`src/rtl/tx_stream_scheduler_if.sv`:
```
// Scheduler-facing bundle: stream FIFO pop port and UART transmitter start/ready port.
// master = scheduler side, slave = FIFO bank / transmitter side.
interface tx_stream_scheduler_if;
  logic [7:0]   fifo_empty;
  logic [127:0] fifo_data;
  logic [7:0]   fifo_rd_en;
  logic         uart_ready;
  logic         uart_start;
  logic [7:0]   uart_data;

  modport master (
    input  fifo_empty,
    input  fifo_data,
    input  uart_ready,
    output fifo_rd_en,
    output uart_start,
    output uart_data
  );

  modport slave (
    output fifo_empty,
    output fifo_data,
    output uart_ready,
    input  fifo_rd_en,
    input  uart_start,
    input  uart_data
  );
endinterface

```
`src/rtl/tx_stream_scheduler.sv`:
```
// Round-robin scheduler sharing one UART transmitter between eight 16-bit sensor streams.
// Each popped word leaves as an atomic 3-byte packet: header (A0|stream), high byte, low byte.
module tx_stream_scheduler (
  input  logic                          clock,
  input  logic                          reset,
  input  logic                          bt_state,
  input  logic                          are_we_sending,
  input  logic [7:0]                    stream_select,
  tx_stream_scheduler_if.master         bus,
  output logic [2:0]                    current_stream,
  output logic                          busy,
  output logic [15:0]                   packets_sent
);

  typedef enum logic [3:0] {
    S_IDLE,
    S_ARB,
    S_POP,
    S_LATCH,
    S_HDR,
    S_HDR_W,
    S_HI,
    S_HI_W,
    S_LO,
    S_LO_W
  } state_t;

  state_t      state;
  state_t      next_state;

  logic        go;
  logic [7:0]  elig;
  logic [2:0]  grant;
  logic        grant_valid;
  logic [15:0] word;
  logic [7:0]  header;
  logic [7:0]  sel_byte;

  logic [7:0]  rd_en_d;
  logic        start_d;
  logic [7:0]  data_d;
  logic        busy_d;
  logic        load_grant;
  logic        pkt_done;

  assign go     = are_we_sending & bt_state;
  assign elig   = stream_select & ~bus.fifo_empty;
  assign header = 8'hA0 | {5'd0, current_stream};

  // Offsets are scanned from farthest to nearest so the nearest eligible stream after
  // current_stream wins; offset 8 wraps back to current_stream itself.
  always_comb begin
    grant       = current_stream;
    grant_valid = 1'b0;
    for (int i = 8; i >= 1; i--) begin
      if (elig[current_stream + 3'(i)]) begin
        grant       = current_stream + 3'(i);
        grant_valid = 1'b1;
      end
    end
  end

  // NOTE: sequential state is updated with non-blocking assignments so every register
  // samples the pre-edge values of its neighbours, independent of process order.
  always_ff @(posedge clock) begin
    if (!reset) state <= S_IDLE;
    else        state <= next_state;
  end

  // NOTE: every combinational output gets a default before the case so no path
  // leaves it unassigned, which would otherwise infer a latch.
  always_comb begin
    next_state = state;
    case (state)
      S_IDLE:  if (go) next_state = S_ARB;
      S_ARB: begin
        if (!go)             next_state = S_IDLE;
        else if (grant_valid) next_state = S_POP;
      end
      S_POP:   next_state = S_LATCH;
      S_LATCH: next_state = S_HDR;
      S_HDR:   if (bus.uart_start) next_state = S_HDR_W;
      S_HDR_W: if (bus.uart_ready) next_state = S_HI;
      S_HI:    if (bus.uart_start) next_state = S_HI_W;
      S_HI_W:  if (bus.uart_ready) next_state = S_LO;
      S_LO:    if (bus.uart_start) next_state = S_LO_W;
      S_LO_W:  if (bus.uart_ready) next_state = S_ARB;
      default: next_state = S_IDLE;
    endcase
  end

  // Outputs are registered: this block computes their values for the next cycle.
  // A byte state holds uart_start for its first cycle when the transmitter was already
  // ready on entry; otherwise it waits in place and raises the strobe once ready shows.
  always_comb begin
    rd_en_d    = '0;
    start_d    = 1'b0;
    data_d     = bus.uart_data;
    busy_d     = (next_state != S_IDLE);
    sel_byte   = header;
    load_grant = 1'b0;
    pkt_done   = 1'b0;
    case (state)
      S_ARB: begin
        if (next_state == S_POP) begin
          rd_en_d    = 8'd1 << grant;
          load_grant = 1'b1;
        end
      end
      S_LATCH: begin
        sel_byte = header;
        start_d  = bus.uart_ready;
      end
      S_HDR: begin
        sel_byte = header;
        start_d  = !bus.uart_start && bus.uart_ready;
      end
      S_HDR_W: begin
        sel_byte = word[15:8];
        start_d  = bus.uart_ready;
      end
      S_HI: begin
        sel_byte = word[15:8];
        start_d  = !bus.uart_start && bus.uart_ready;
      end
      S_HI_W: begin
        sel_byte = word[7:0];
        start_d  = bus.uart_ready;
      end
      S_LO: begin
        sel_byte = word[7:0];
        start_d  = !bus.uart_start && bus.uart_ready;
      end
      S_LO_W: pkt_done = bus.uart_ready;
      default: ;
    endcase
    if (start_d) data_d = sel_byte;
  end

  always_ff @(posedge clock) begin
    if (!reset) begin
      bus.fifo_rd_en <= '0;
      bus.uart_start <= 1'b0;
      bus.uart_data  <= '0;
      current_stream <= 3'd7;
      busy           <= 1'b0;
      packets_sent   <= '0;
    end else begin
      bus.fifo_rd_en <= rd_en_d;
      bus.uart_start <= start_d;
      bus.uart_data  <= data_d;
      busy           <= busy_d;
      if (load_grant) current_stream <= grant;
      if (pkt_done)   packets_sent   <= packets_sent + 16'd1;
    end
  end

  // NOTE: the word register is pure datapath, always written in LATCH before any byte
  // state reads it, so it carries no reset.
  always_ff @(posedge clock) begin
    if (state == S_LATCH) word <= bus.fifo_data[{current_stream, 4'b0000} +: 16];
  end

endmodule

```
`src/flat_wrapper.sv`:
```
// flat-port wrapper written by rule: the top's interface ports become plain ports
module tx_stream_scheduler_flat 
  (clock, reset, bt_state, are_we_sending, stream_select, current_stream, busy, packets_sent, bus_fifo_empty, bus_fifo_data, bus_uart_ready, bus_fifo_rd_en, bus_uart_start, bus_uart_data);
  tx_stream_scheduler_if bus_i ();
  input  logic clock;
  input  logic reset;
  input  logic bt_state;
  input  logic are_we_sending;
  input  logic [7:0] stream_select;
  output logic [2:0] current_stream;
  output logic busy;
  output logic [15:0] packets_sent;
  input wire logic [$bits(bus_i.fifo_empty)-1:0] bus_fifo_empty;
  input wire logic [$bits(bus_i.fifo_data)-1:0] bus_fifo_data;
  input wire logic [$bits(bus_i.uart_ready)-1:0] bus_uart_ready;
  output wire logic [$bits(bus_i.fifo_rd_en)-1:0] bus_fifo_rd_en;
  output wire logic [$bits(bus_i.uart_start)-1:0] bus_uart_start;
  output wire logic [$bits(bus_i.uart_data)-1:0] bus_uart_data;
  assign bus_i.fifo_empty = bus_fifo_empty;
  assign bus_i.fifo_data = bus_fifo_data;
  assign bus_i.uart_ready = bus_uart_ready;
  assign bus_fifo_rd_en = bus_i.fifo_rd_en;
  assign bus_uart_start = bus_i.uart_start;
  assign bus_uart_data = bus_i.uart_data;
  tx_stream_scheduler u_core (.clock(clock), .reset(reset), .bt_state(bt_state), .are_we_sending(are_we_sending), .stream_select(stream_select), .bus(bus_i), .current_stream(current_stream), .busy(busy), .packets_sent(packets_sent));
endmodule
```
`config.mk`:
```
export PLATFORM = sky130hd
export DESIGN_NAME = tx_stream_scheduler_flat
export DESIGN_NICKNAME = d
export VERILOG_FILES = /design/src/rtl/tx_stream_scheduler_if.sv /design/src/rtl/tx_stream_scheduler.sv /design/src/flat_wrapper.sv
export SDC_FILE = /design/constraint.sdc
export NUM_CORES = 1
export LEC_CHECK = 0
export CAP_MARGIN = 5
export CORE_AREA = 2 2 95 165
export DETAILED_ROUTE_END_ITERATION = 16
export DIE_AREA = 0 0 97 167
export GPL_ROUTABILITY_DRIVEN = 0
export GPL_TIMING_DRIVEN = 0
export HOLD_SLACK_MARGIN = 0.12
export SLEW_MARGIN = 20
export SYNTH_ARGS = -nofsm -noshare
export SYNTH_HDL_FRONTEND = slang
export SYNTH_SLANG_ARGS = --single-unit
```
`constraint.sdc`:
```
create_clock -name clock -period 2.99 [get_ports clock]
set_input_delay 0.4485 -clock clock [delete_from_list [all_inputs] [get_ports clock]]
set_output_delay 0.4485 -clock clock [all_outputs]
set_load 0.05 [all_outputs]
```
==> out/qor.csv, run 1 <==
metric,value,unit
status,"complete, but fails checks",
violations,negative setup slack,
start_util,29.5,%
power.leakage,2.56,nW
antenna_found_initial,0,
synth_area_leaders,"mux4_2, dfxtp_1, edfxtp_1",
slowest_delay,0.53,ns
finalSetupTns,-0.0129,ns
crit_chain,clkdlybuf4s50_1 > or2b_1 > mux2_2 > mux4_2 > or4_4 > o211ai_2 > nor4bb_4 > buf_4 > buf_4 > nor4b_4,
ys_top_cells_by_count,"nand2_1, dfxtp_1, mux4_2",
yosysTopAreaCell,mux4_2,
nets,793,
synth_top_cell_area_share,20.1,%
grt_max_degree,11,
io_buffers,185,
clock_latency,0.32,ns
fin_area,6870,um2
fillCellCount,1410,
path_delay_family,simple AND/OR/NAND/NOR gates,
hold_path_class,reg -> reg,
synth-seq-cells,57,
rr_startpoint,u_core.current_stream[0],
grt.overflow.total,0,
cp_max_fo,8,
route.detailed.drc,0,
cp-startpoint,stream_select[0],
via_per_inst,5.17,
cp-start-kind,input pin,
period_needed,3.00,ns
clock_path_buffers,2,
yosys.cell_types.count,71,
fin_ws,-0.0129,ns
fmax,0.333,GHz
hpwl,12.1,mm
cpMostUsedCell,buf_4,
fin_crit_sh,100,%
die-width,97,um
syn-num-nets,587,
synthArstFlopShare,0,%
syn2layout_area_growth,57.1,%
ys.warnings.count,0,
final-setup-viol-count,1,
grt_usage,17.5,%
numCtsBuffers,9,
num_antenna_cells,0,
placed_area,6480,um2
cp_num_buf_inv,3,
rsz0062_at_grt,true,
hold_buffers,0,
layout-drive-gt1-share,16.4,%
cap_violations,0,
cts.sinks,57,
ant_nets,0,
syn_area,4370,um2
num_rows,59,
clock-root-buffer,clkbuf_16,
finClkSkew,0.00710,ns
critPathCaptureType,flip-flop,
drt_pre_antenna_iters,5,
ir_worst_vdd,233,uV
design.core.area,14800,um2
critical_path_arrival,3.24,ns
dieArea,16200,um2
ys.flop_type,dfxtp_1,
syn_area_per_cell,10.0,um2
cts.htree.levels,3,
vias,4283,
synth-edff-count,16,
crit_required,3.22,ns
drtIter0Drc,152,
die_h,167,um
crit_type,in -> reg,
detail_route.wl_per_cell,17.7,um
powerDensity,353,nW/um2
critical-path-slowest-cell,mux4_2,
min_from,u_core.bus.uart_data[3],
maxSlewViolCount,0,
maxSlewHeadroom,47.8,%
hold_violations,0,
cts_tree,done,
grt_pass1_wl,22.4,mm
path_clk_slew,0.05,ns
yosysSeqAreaShare,29.8,%
synthCells,435,
fin_hold_ws,0.504,ns
grt_pass1_vias,4435,
synthMostInstantiatedCell,nand2_1,
worst_slew_pin_slew,0.784,ns
routed_wl,14.6,mm
ios,186,
cells in the final DEF (no fill, tap or decap), types with 3 or more instances in the layout:
master | synthesis | routed
o221ai_1 | 3 | 3
or2b_1 | 4 | 4
clkinv_2 | 0 | 4
and2_1 | 19 | 19
a21oi_1 | 23 | 22
dfxtp_1 | 41 | 39
and3_1 | 4 | 4
nand2b_1 | 6 | 6
nor3b_1 | 6 | 6
o21ai_0 | 18 | 18
nand2_1 | 67 | 67
mux2_2 | 6 | 6
inv_1 | 6 | 5
mux2i_1 | 15 | 15
edfxtp_1 | 16 | 16
clkbuf_16 | 0 | 9
nor4_1 | 3 | 3
o21a_1 | 4 | 4
a22oi_1 | 6 | 6
nand3_1 | 12 | 12
xnor2_1 | 17 | 16
a221oi_1 | 4 | 4
and4b_1 | 3 | 3
mux4_2 | 39 | 39
buf_6 | 3 | 4
buf_2 | 3 | 3
o22ai_1 | 4 | 4
clkbuf_1 | 17 | 18
a21boi_0 | 3 | 3
nor2_1 | 19 | 19
clkdlybuf4s50_1 | 0 | 185
buf_4 | 2 | 11
and4_1 | 4 | 4
nor2b_1 | 5 | 5
a31oi_1 | 4 | 4
state kept, by name, summed over array words and instances, names as in the netlist:
register / flops
u_core.bus.fifo_rd_en: 8
u_core.bus.uart_data: 8
u_core.bus.uart_start: 1
u_core.busy: 1
u_core.current_stream: 3
u_core.packets_sent: 16
u_core.state: 4
u_core.word: 16
tightest hold or removal path, delay by kind of cell (launching register included):
kind	cells	cell delay (ns)
flops	1	0.31
simple gates	2	0.15
cell families (layout without fill, tap and decap cells):
logic type	Yosys count	count (layout)	share of synthesized area [%]
simple gates	175	175	22.8
buf+inv	34	245	3.92
compound gates	86	86	13.4
flops	57	57	29.8
fa+ha+maj	3	3	0.859
xor+xnor	20	20	4.18
mux	60	60	25.1
cell type report:
cell class,instances,area [um2],area share (%)
Buffer,26,141,2.06
Clock inverter,6,58.8,0.856
Multi-Input combinational cell,344,2940,42.8
Clock buffer,10,229,3.33
Timing Repair Buffer,195,1930,28.1
Inverter,8,32.5,0.474
Sequential cell,57,1310,19.0
Tap cell,183,229,3.33
report_power, final:
part | leakage, nW | switching, W | internal [W]
clock network | 0.146 | 0.000334 | 0.000638
logic | 1.94 | 0.000263 | 0.000375
registers | 0.474 | 0.00000660 | 0.000806
total | 2.56 | 0.000604 | 0.00182
stage by stage:
stage	total power, W	util (%)	std cells	setup slack (ns)
2_1_floorplan	0.00115	-	435	0.0546
3_3_place_gp	0.00143	43.6	803	-0.182
3_5_place_dp	0.00144	43.7	804	-0.273
6_report	0.00242	46.3	829	-0.0129
4_1_cts	0.00242	45.7	821	0.00536
5_1_grt	0.00253	46.3	829	-0.0758
metal layers:
layer	wire length [um]	part of all wire, %	track usage (%)	vias to the layer above
li1	-	-	-	2071
met1	5520	38	18.7	2028
met2	7990	55	33.0	158
met3	688	4.7	3.19	26
met4	449	3.1	7.47	0
met5	0	0	0	-
worst paths after layout:
path | slack, ns | cells past startpoint | to
max | -0.01 | 10 | u_core.bus.fifo_rd_en[2]
min | 0.50 | 2 | u_core.bus.uart_data[3]
max reg2reg | 0.12 | 11 | u_core.bus.fifo_rd_en[2]
min reg2reg | 0.50 | 2 | u_core.bus.uart_data[3]
timing repair:
item                       CTS  global route
setup endpoints to repair    8             9
resized for setup            1             7
pin swaps                    1             0
buffers inserted             1             8
Power figures use the tool's default switching activity.
==> run 2, diff against run 1 <==
--- a/config.mk
+++ b/config.mk
@@ -14,2 +14,3 @@
 export HOLD_SLACK_MARGIN = 0.12
+export REMOVE_ABC_BUFFERS = 1
 export SLEW_MARGIN = 20
--- a/constraint.sdc
+++ b/constraint.sdc
@@ -3,2 +3,2 @@
 set_output_delay 0.4485 -clock clock [all_outputs]
-set_load 0.05 [all_outputs]
+set_load 0.01 [all_outputs]
==> out/qor.csv, run 2 (synthesis results as in run 1) <==
metric,value,unit
dp_cells,780,
critical_path_arrival,3.18,ns
crit_required,3.22,ns
clockPowerShare,44.6,%
detail_route.wl_per_cell,17.5,um
status,"finished, final reports clean",
routed_wl,14.6,mm
syn2layout_area_growth,64.0,%
die_h,167,um
layout-drive-gt1-share,20.3,%
hpwl,11.1,mm
clock_path_buffers,2,
rsz0062_at_grt,true,
via_per_inst,5.24,
route.detailed.drc,0,
final_util,48.3,%
fin_ws,0.0425,ns
cap_violations,0,
num_rows,59,
ir_worst_vdd,257,uV
die-width,97,um
power.leakage,2.71,nW
crit_chain,clkdlybuf4s50_1 > or2b_4 > mux2_2 > mux4_2 > or4_4 > o211ai_4 > nor4bb_4 > buf_4 > buf_4 > nor4b_4,
drt_pre_antenna_iters,4,
io_buffers,185,
cp-start-kind,input pin,
fmax,0.339,GHz
critical-path-slowest-cell,mux4_2,
power_switching,0.000597,W
cts_tree,done,
hold_buffers,0,
numCtsBuffers,9,
antenna_found_initial,0,
maxSlewHeadroom,46.1,%
clock_latency,0.32,ns
gr-usage-met2,32.9,%
slowest_delay,0.52,ns
cts.sinks,57,
crit_type,in -> reg,
reg_top3,"u_core.packets_sent: 16 flops, u_core.word: 16 flops",
finalSetupTns,0,ns
clock-root-buffer,clkbuf_16,
start_util,29.5,%
fin_crit_sh,98.6,%
ant_nets,0,
fin_cells,832,
top_usage_layer,met2,
cp_max_fo,7,
ios,186,
num_antenna_cells,0,
p_int,0.00204,W
seq_power_share,31.1,%
hold_path_class,reg -> reg,
p_sw_share,22.7,%
path_delay_family,simple AND/OR/NAND/NOR gates,
powerDensity,367,nW/um2
path_clk_slew,0.05,ns
gr-usage-met1,17.8,%
cts.htree.levels,3,
grt.overflow.total,0,
critPathCaptureType,flip-flop,
use_met3,2.85,%
final_common_cell,clkdlybuf4s50_1,
maxSlewViolCount,0,
combPwrFrac,24.3,%
worst_slew_pin_slew,0.809,ns
nets,796,
finClkSkew,0.00679,ns
cp_num_buf_inv,3,
cpMostUsedCell,buf_4,
period_needed,2.95,ns
hold_violations,0,
final-setup-viol-count,0,
design.core.area,14800,um2
grt_usage,17.2,%
layout_common_cells,"clkdlybuf4s50_1, nand2_1, mux4_2",
dp_slack,-0.979,ns
drtIter0Drc,194,
dieArea,16200,um2
grt_max_degree,36,
vias,4358,
grt_pass1_wl,22.4,mm
grt_pass1_vias,4416,
-- run 2: worst paths after layout --
kind / from / endpoint / slack (ns) / depth (start not counted)
setup reg to reg: u_core.current_stream[0] / u_core.bus.fifo_rd_en[0] / 0.08 / 11
hold reg to reg: u_core.bus.uart_data[6] / u_core.bus.uart_data[6] / 0.50 / 2
setup / recovery: stream_select[1] / u_core.bus.fifo_rd_en[2] / 0.04 / 10
hold / removal: u_core.bus.uart_data[6] / u_core.bus.uart_data[6] / 0.50 / 2
-- run 2: worst reg2reg max path: cells and delay by family, from the launching register on --
| kind | cells | cell delay [ns] |
|---|---|---|
| flops | 1 | 0.37 |
| fa+ha+maj | 1 | 0.30 |
| mux | 1 | 0.37 |
| buf+inv | 3 | 0.46 |
| compound gates | 2 | 0.39 |
| simple gates | 3 | 0.66 |
| xor+xnor | 1 | 0.25 |
-- run 2: metrics by stage --
step           hold WS [ns]  total power, W  cell area (um2)
3_3_place_gp          0.486         0.00139             6310
3_5_place_dp          0.491         0.00140             6380
4_1_cts               0.499         0.00261             6860
6_report              0.500         0.00263             7170
5_1_grt               0.566         0.00274             7170
2_1_floorplan         0.495         0.00112             4230
-- run 2: layout make-up --
| cell class | instances | area, um2 |
|---|---|---|
| clock buffers | 11 | 243 |
| clock inverters | 5 | 104 |
| fillers | 1351 | 7670 |
| inverters | 8 | 52.6 |
| multi-input cells | 344 | 2980 |
| flip-flops and latches | 57 | 1310 |
| well taps | 183 | 229 |
| repair buffers | 223 | 2240 |
| repair inverters | 1 | 5.00 |
-- run 2: routing by layer --
metal  vias to the layer above  wire [um]
li1                       2073          -
met4                         0        522
met3                        31        697
met5                         -          0
met2                       175       8110
met1                      2079       5220
-- run 2: timing repair --
| action | CTS | global route |
|---|---|---|
| cloned | 2 | 2 |
| endpoints found under the setup margin | 11 | 8 |
| buffers inserted | 8 | 24 |
| pin swaps | 1 | 4 |
| resized for setup | 11 | 12 |
-- run 2: power by group through the flow --
| stage | clock [W] | combinational, W | sequential [W] |
|---|---|---|---|
| 2_1_floorplan | 0 | 0.000277 | 0.000846 |
| 3_3_place_gp | 0 | 0.000540 | 0.000853 |
| 3_5_place_dp | 0 | 0.000562 | 0.000841 |
| 4_1_cts | 0.00120 | 0.000593 | 0.000819 |
| 5_1_grt | 0.00124 | 0.000688 | 0.000820 |
| 6_report | 0.00117 | 0.000640 | 0.000820 |
